### src/rtl/mem_access_unit.sv
// Memory-stage load/store unit: one instruction at a time, req/gnt/rvalid data-memory
// handshake, load formatting into DDT. Optional misalignment trap: MEM_ACCESS_MISALIGN_TRAP_EN.
module mem_access_unit #(
    parameter int unsigned TIMEOUT   = 16,
    parameter logic [31:0] RESET_DDT = 32'h0000_0000
) (
    input  logic        clk,
    input  logic        rst_n,
    input  logic        in_valid,
    output logic        in_ready,
    input  logic [31:0] inst,
    input  logic [31:0] addr,
    input  logic [31:0] wdata,
    output logic        mem_req,
    output logic        mem_we,
    output logic [31:0] mem_addr,
    output logic [3:0]  mem_be,
    output logic [31:0] mem_wdata,
    input  logic        mem_gnt,
    input  logic        mem_rvalid,
    input  logic [31:0] mem_rdata,
    output logic        done,
    output logic [31:0] DDT,
    output logic        err
);

    typedef enum logic [1:0] {
        ST_IDLE = 2'd0,
        ST_REQ  = 2'd1,
        ST_WAIT = 2'd2,
        ST_DONE = 2'd3
    } state_t;

    localparam logic [6:0] OP_LOAD  = 7'b0000011;
    localparam logic [6:0] OP_STORE = 7'b0100011;
    localparam int         CNT_W    = (TIMEOUT > 2) ? $clog2(TIMEOUT) : 1;
    localparam logic [CNT_W-1:0] CNT_LIM = CNT_W'(TIMEOUT - 1);

    // funct3[1:0]: 00 byte, 01 halfword, 1x word (covers LW aliases)
    function automatic logic [3:0] calc_be(input logic [2:0] f3, input logic [1:0] o);
        logic [3:0] be;
        case (f3[1:0])
            2'b00:   be = 4'b0001 << o;
            2'b01:   be = 4'b0011 << {o[1], 1'b0};
            default: be = 4'b1111;
        endcase
        return be;
    endfunction

    function automatic logic [31:0] calc_wdata(input logic [2:0] f3, input logic [31:0] d);
        logic [31:0] w;
        case (f3[1:0])
            2'b00:   w = {4{d[7:0]}};
            2'b01:   w = {2{d[15:0]}};
            default: w = d;
        endcase
        return w;
    endfunction

    function automatic logic [31:0] fmt_load(input logic [2:0] f3, input logic [1:0] o,
                                             input logic [31:0] d);
        logic [7:0]  b;
        logic [15:0] h;
        logic [31:0] r;
        case (o)
            2'b00:   b = d[7:0];
            2'b01:   b = d[15:8];
            2'b10:   b = d[23:16];
            2'b11:   b = d[31:24];
            default: b = d[7:0];
        endcase
        h = o[1] ? d[31:16] : d[15:0];
        case (f3)
            3'b000:  r = {{24{b[7]}}, b};
            3'b001:  r = {{16{h[15]}}, h};
            3'b100:  r = {24'h00_0000, b};
            3'b101:  r = {16'h0000, h};
            default: r = d;
        endcase
        return r;
    endfunction

    state_t            state_r;
    state_t            state_nxt_s;
    logic [CNT_W-1:0]  cnt_r;
    logic [CNT_W-1:0]  cnt_nxt_s;
    logic              in_ready_r;
    logic              mem_req_r;
    logic              mem_we_r;
    logic [31:0]       mem_addr_r;
    logic [3:0]        mem_be_r;
    logic [31:0]       mem_wdata_r;
    logic              done_r;
    logic              done_nxt_s;
    logic              err_r;
    logic              err_nxt_s;
    logic [31:0]       ddt_r;
    logic [31:0]       ddt_nxt_s;
    logic [2:0]        f3_r;
    logic [1:0]        off_r;
    logic              is_load_r;
    logic              launch_s;
    logic              is_load_s;
    logic              is_store_s;
    logic              is_mem_s;
    logic              misalign_s;
    logic              unused_s;

    assign is_load_s  = (inst[6:0] == OP_LOAD);
    assign is_store_s = (inst[6:0] == OP_STORE);
    assign is_mem_s   = is_load_s | is_store_s;
    assign unused_s   = ^{inst[31:15], inst[11:7]};

`ifdef MEM_ACCESS_MISALIGN_TRAP_EN
    assign misalign_s = is_mem_s &&
                        (((inst[13:12] == 2'b01) && addr[0]) ||
                         (inst[13] && (addr[1:0] != 2'b00)));
`else
    assign misalign_s = 1'b0;
`endif

    // Next-state, timeout counter and completion values
    always_comb begin
        state_nxt_s = state_r;
        cnt_nxt_s   = cnt_r;
        done_nxt_s  = 1'b0;
        err_nxt_s   = 1'b0;
        ddt_nxt_s   = ddt_r;
        launch_s    = 1'b0;
        case (state_r)
            ST_IDLE: begin
                if (in_valid && in_ready_r) begin
                    if (is_mem_s && !misalign_s) begin
                        state_nxt_s = ST_REQ;
                        launch_s    = 1'b1;
                    end else begin
                        state_nxt_s = ST_DONE;
                        done_nxt_s  = 1'b1;
                        err_nxt_s   = misalign_s;
                    end
                end else begin
                    state_nxt_s = ST_IDLE;
                end
            end
            ST_REQ: begin
                if (mem_gnt) begin
                    state_nxt_s = ST_WAIT;
                    cnt_nxt_s   = '0;
                end else begin
                    state_nxt_s = ST_REQ;
                end
            end
            ST_WAIT: begin
                // A response arriving on the limit cycle still completes normally
                if (mem_rvalid) begin
                    state_nxt_s = ST_DONE;
                    done_nxt_s  = 1'b1;
                    if (is_load_r) begin
                        ddt_nxt_s = fmt_load(f3_r, off_r, mem_rdata);
                    end else begin
                        ddt_nxt_s = ddt_r;
                    end
                end else if (cnt_r == CNT_LIM) begin
                    state_nxt_s = ST_DONE;
                    done_nxt_s  = 1'b1;
                    err_nxt_s   = 1'b1;
                end else begin
                    cnt_nxt_s = cnt_r + {{(CNT_W-1){1'b0}}, 1'b1};
                end
            end
            ST_DONE: begin
                state_nxt_s = ST_IDLE;
            end
            default: begin
                state_nxt_s = ST_IDLE;
            end
        endcase
    end

    // State register and registered handshake/result outputs
    always_ff @(posedge clk or negedge rst_n) begin
        if (!rst_n) begin
            state_r     <= ST_IDLE;
            cnt_r       <= '0;
            in_ready_r  <= 1'b0;
            mem_req_r   <= 1'b0;
            mem_we_r    <= 1'b0;
            mem_addr_r  <= 32'h0000_0000;
            mem_be_r    <= 4'b0000;
            mem_wdata_r <= 32'h0000_0000;
            done_r      <= 1'b0;
            err_r       <= 1'b0;
            ddt_r       <= RESET_DDT;
            f3_r        <= 3'b000;
            off_r       <= 2'b00;
            is_load_r   <= 1'b0;
        end else begin
            state_r    <= state_nxt_s;
            cnt_r      <= cnt_nxt_s;
            in_ready_r <= (state_nxt_s == ST_IDLE);
            mem_req_r  <= (state_nxt_s == ST_REQ);
            done_r     <= done_nxt_s;
            err_r      <= err_nxt_s;
            ddt_r      <= ddt_nxt_s;
            if (launch_s) begin
                mem_we_r    <= is_store_s;
                mem_addr_r  <= {addr[31:2], 2'b00};
                mem_be_r    <= calc_be(inst[14:12], addr[1:0]);
                mem_wdata_r <= calc_wdata(inst[14:12], wdata);
                f3_r        <= inst[14:12];
                off_r       <= addr[1:0];
                is_load_r   <= is_load_s;
            end
        end
    end

    assign in_ready  = in_ready_r;
    assign mem_req   = mem_req_r;
    assign mem_we    = mem_we_r;
    assign mem_addr  = mem_addr_r;
    assign mem_be    = mem_be_r;
    assign mem_wdata = mem_wdata_r;
    assign done      = done_r;
    assign err       = err_r;
    assign DDT       = ddt_r;

endmodule
### config.mk
export PLATFORM = sky130hd
export DESIGN_NAME = mem_access_unit
export DESIGN_NICKNAME = d
export VERILOG_FILES = /design/src/rtl/mem_access_unit.sv
export SDC_FILE = /design/constraint.sdc
export NUM_CORES = 1
export LEC_CHECK = 0
export ABC_AREA = 1
export CORE_MARGIN = 2
export CORE_UTILIZATION = 29
export DETAILED_ROUTE_END_ITERATION = 10
export SLEW_MARGIN = 10
export SYNTH_ARGS = -nofsm -noshare
export SYNTH_HDL_FRONTEND = slang
export SYNTH_SLANG_ARGS = --single-unit
### constraint.sdc
create_clock -name clk -period 3.7 [get_ports clk]
set_input_delay 0.37 -clock clk [delete_from_list [all_inputs] [get_ports clk]]
set_output_delay 0.37 -clock clk [all_outputs]
set_load 0.005 [all_outputs]
==> results by group <==
Cells and area
  – Most common cell after layout, fill and taps aside: nand2_1
  – # diodes: 0
  – P&R area growth vs syn: 53.8%
  – Finished Layout Cells: 1117
  – Layout cell share with drive strength beyond 1: 0.0743
  – Most frequent cells in the layout: 258 x nand2_1, 212 x clkdlybuf4s50_1, 115 x dfrtp_1
  – Core Util, Final: 0.459
  – Fin nets: 1010

Timing
  – Final min period: 2.16 ns
  – Hold_ws: 0.0141 ns
  – Unrepaired setup endpoints after global routing: false
  – Maximum clock rate: between 400 and 500 MHz
  – # setup viols final: 0
  – Crit share post-route: 0.583
  – Pins Over Slew Limit: 0
  – Max-slew headroom: 0.363
  – Setup ws final: 1.54 ns
  – Hold Fails Final Rpt: 0
  – Setup TNS: 0 ns
  – Clk_skew: roughly 0.0089 ns
  – Slew @ Worst Pin: 0.954 ns

Job
  – MaxCap Viol Count: 0

Setup path
  – Top cell family by delay on the critical path: simple AND/OR/NAND/NOR gates
  – CP bufs+invs: 2
  – Worst endpoint required time: roughly 4 ns
  – Crit-path max cell delay: 0.61 ns
  – Worst Setup End Kind: flip-flop
  – Worst r2r path cells: 8
  – CP cell instances: inv_2 > nand2_1 > nand3_1 > nand3_1 > nand2_1 > nand3_1 > nand2_1 > inv_1
  – Critical Path AT: 2.46 ns
  – Slowest-stage cell, CP: nand2_1
  – Crit Path Class: reg -> reg
  – Crit start category: flip-flop
  – Critical Path Stages: 8
  – Worst-path maximum fanout: 24

Floorplanning
  – I/O pin total: 238
  – Placeable Area: 18100 sq um
  – Starting density of the core: 0.298
  – Die X-Extent: 140 um
  – Die Ht: 140 um
  – Row cnt: 49
  – Die Area: 19700 sq um

Placement
  – Port bufs: 213
  – Worst slack, placed: 1.27 ns
  – Routability Congestion: about 0.80
  – Post-detail-place hpwl: around 11 mm
  – Inst Count DP: 1086

CTS
  – Clock sinks: between 100 and 150
  – Postcts setup bufs: 0
  – Total CTS buffers: 17
  – Clock Latency Late Sink: roughly 0.41 ns
  – Htree depth: 4
  – Clock buffer depth: 2
  – Clock Root Buffer: clkbuf_16
  – Post-CTS sizing: 0
  – CTS tree: done
  – Clk pin slew, worst setup/hold paths: 0.05 ns
  – Hold buffers post-CTS: 0

Detailed routing
  – Detailed Routing Iterations Pass 1: 4
  – Total Routed Length: around 16 mm
  – Via count: approximately 5.1k
  – DRC errors left: 0
  – Iteration-0 DRC Markers: approximately 270
  – Post-route ant nets: 0
  – Vias per Instance: 4.60
  – WL/cell: 14.8 um

Logic synthesis
  – Multiplexer share of the synthesized area: 0
  – Avg Cell Area, Syn: 7.99 sq um
  – Top_reg_cell synth: dfrtp_1
  – Post-Synth Adder-Cell Area: 0.00232
  – Share of synthesized registers carrying an async set or reset: 1.00
  – Synth cell types: 32
  – Synth warn: 0
  – Post-synthesis register bit count: roughly 120
  – Synth Area in XOR/XNOR: 0.00162
  – Post-synthesis compound-gate area fraction: 0.124
  – Synth Area in Simple Gates: 0.269
  – Synth Instances: 675
  – Largest family of logic cells by synthesized area: simple AND/OR/NAND/NOR gates
  – Mapped cell area: 5400 sq um
  – Sequential share of the synthesized area: 0.533
  – Number of flops mapped to enable cells by yosys: 0

GRT
  – First-pass GRT wire length: 26.0 mm
  – Initial antenna violation count: 0
  – GRT Resource Usage Total: 0.168
  – Vias in the first global route: between 4k and 5k
  – Pin count of the biggest net entering global routing: 66
  – GRT overflow: 0

Status
  – Status: finished, final reports clean

Pwr
  – LEAKAGE: 3.88 nW
  – Worst IR Drop VDD: 0.000317 V
  – Power per cell area: 601 nW/um^2

Min path
  – Worst hold path class: in -> async
cells by family after synthesis:
kind of cell,Yosys count
adder cells (fa/ha/maj),1
AO/OA/AOI/OAI,125
flip-flops,115
XOR/XNOR,1
buffers and inverters,83
AND/OR/NAND/NOR,349
other,1
metrics by stage:
step / total power, mW / area, sq um
floorplan: 2.41 / 5400
global placement: 3.24 / 7660
detailed placement: 3.26 / 7660
CTS: 5.05 / 8300
global route: 5.28 / 8300
finish: 4.99 / 8300
routing by layer:
metal | track usage | vias up | wire length, um
met2 | 0.258 | 192 | 7320
met5 | 0 | - | 0
met3 | 0.0684 | 15 | 1760
met4 | 0.0510 | 0 | 197
met1 | 0.216 | 2368 | 7210
li1 | - | 2562 | -
area by class of cell:
type / instances / area (sq um)
Multi-Input combinational cell: 478 / 2150
Sequential cell: 115 / 2880
Clock buffer: 24 / 522
Inverter: 45 / 169
Clock inverter: 7 / 119
Fill cell: 1822 / 9780
Tap cell: 229 / 287
Timing Repair Buffer: 219 / 2170
where the power goes:
part           switching [mW]  internal (mW)  total [mW]  leakage [nW]
Combinational           0.654          0.824        1.48          2.09
Clock                   0.577           1.18        1.76         0.311
Sequential              0.185           1.56        1.75          1.48
Total                    1.42           3.57        4.99          3.88
flip-flops by register name, indices dropped and copies added, names as in the netlist, 2 cells and up:
signal and flops:
mem_wdata 32, mem_be 4, mem_addr 30, off_r 2
DDT 32, cnt_r 4, f3_r 3, state_r 2
synth_stat cells (2+ instances only):
master	number	area (sq um)
a21oi_1	49	245
nor2_1	27	101
o21ai_0	53	265
inv_1	40	150
buf_4	13	97.6
buf_2	11	55.1
a31oi_1	2	12.5
o21ai_1	6	30.0
o211ai_1	9	67.6
nand3_1	40	200
clkbuf_1	14	52.6
a21oi_2	2	17.5
dfrtp_1	115	2880
inv_2	4	15.0
or2_2	16	100
nand2_1	258	968
worst paths after layout:
check	slack (ns)	endpoint	start
setup / recovery	1.54	DDT[30]	off_r[1]
hold / removal	0.01	DDT[0]	rst_n
setup reg to reg	1.54	DDT[30]	off_r[1]
hold reg to reg	0.47	mem_addr[28]	mem_addr[28]
max in group asynchronous	2.78	mem_wdata[30]	rst_n
min in group clk	0.47	mem_addr[28]	mem_addr[28]
Power figures use the tool's default switching activity.
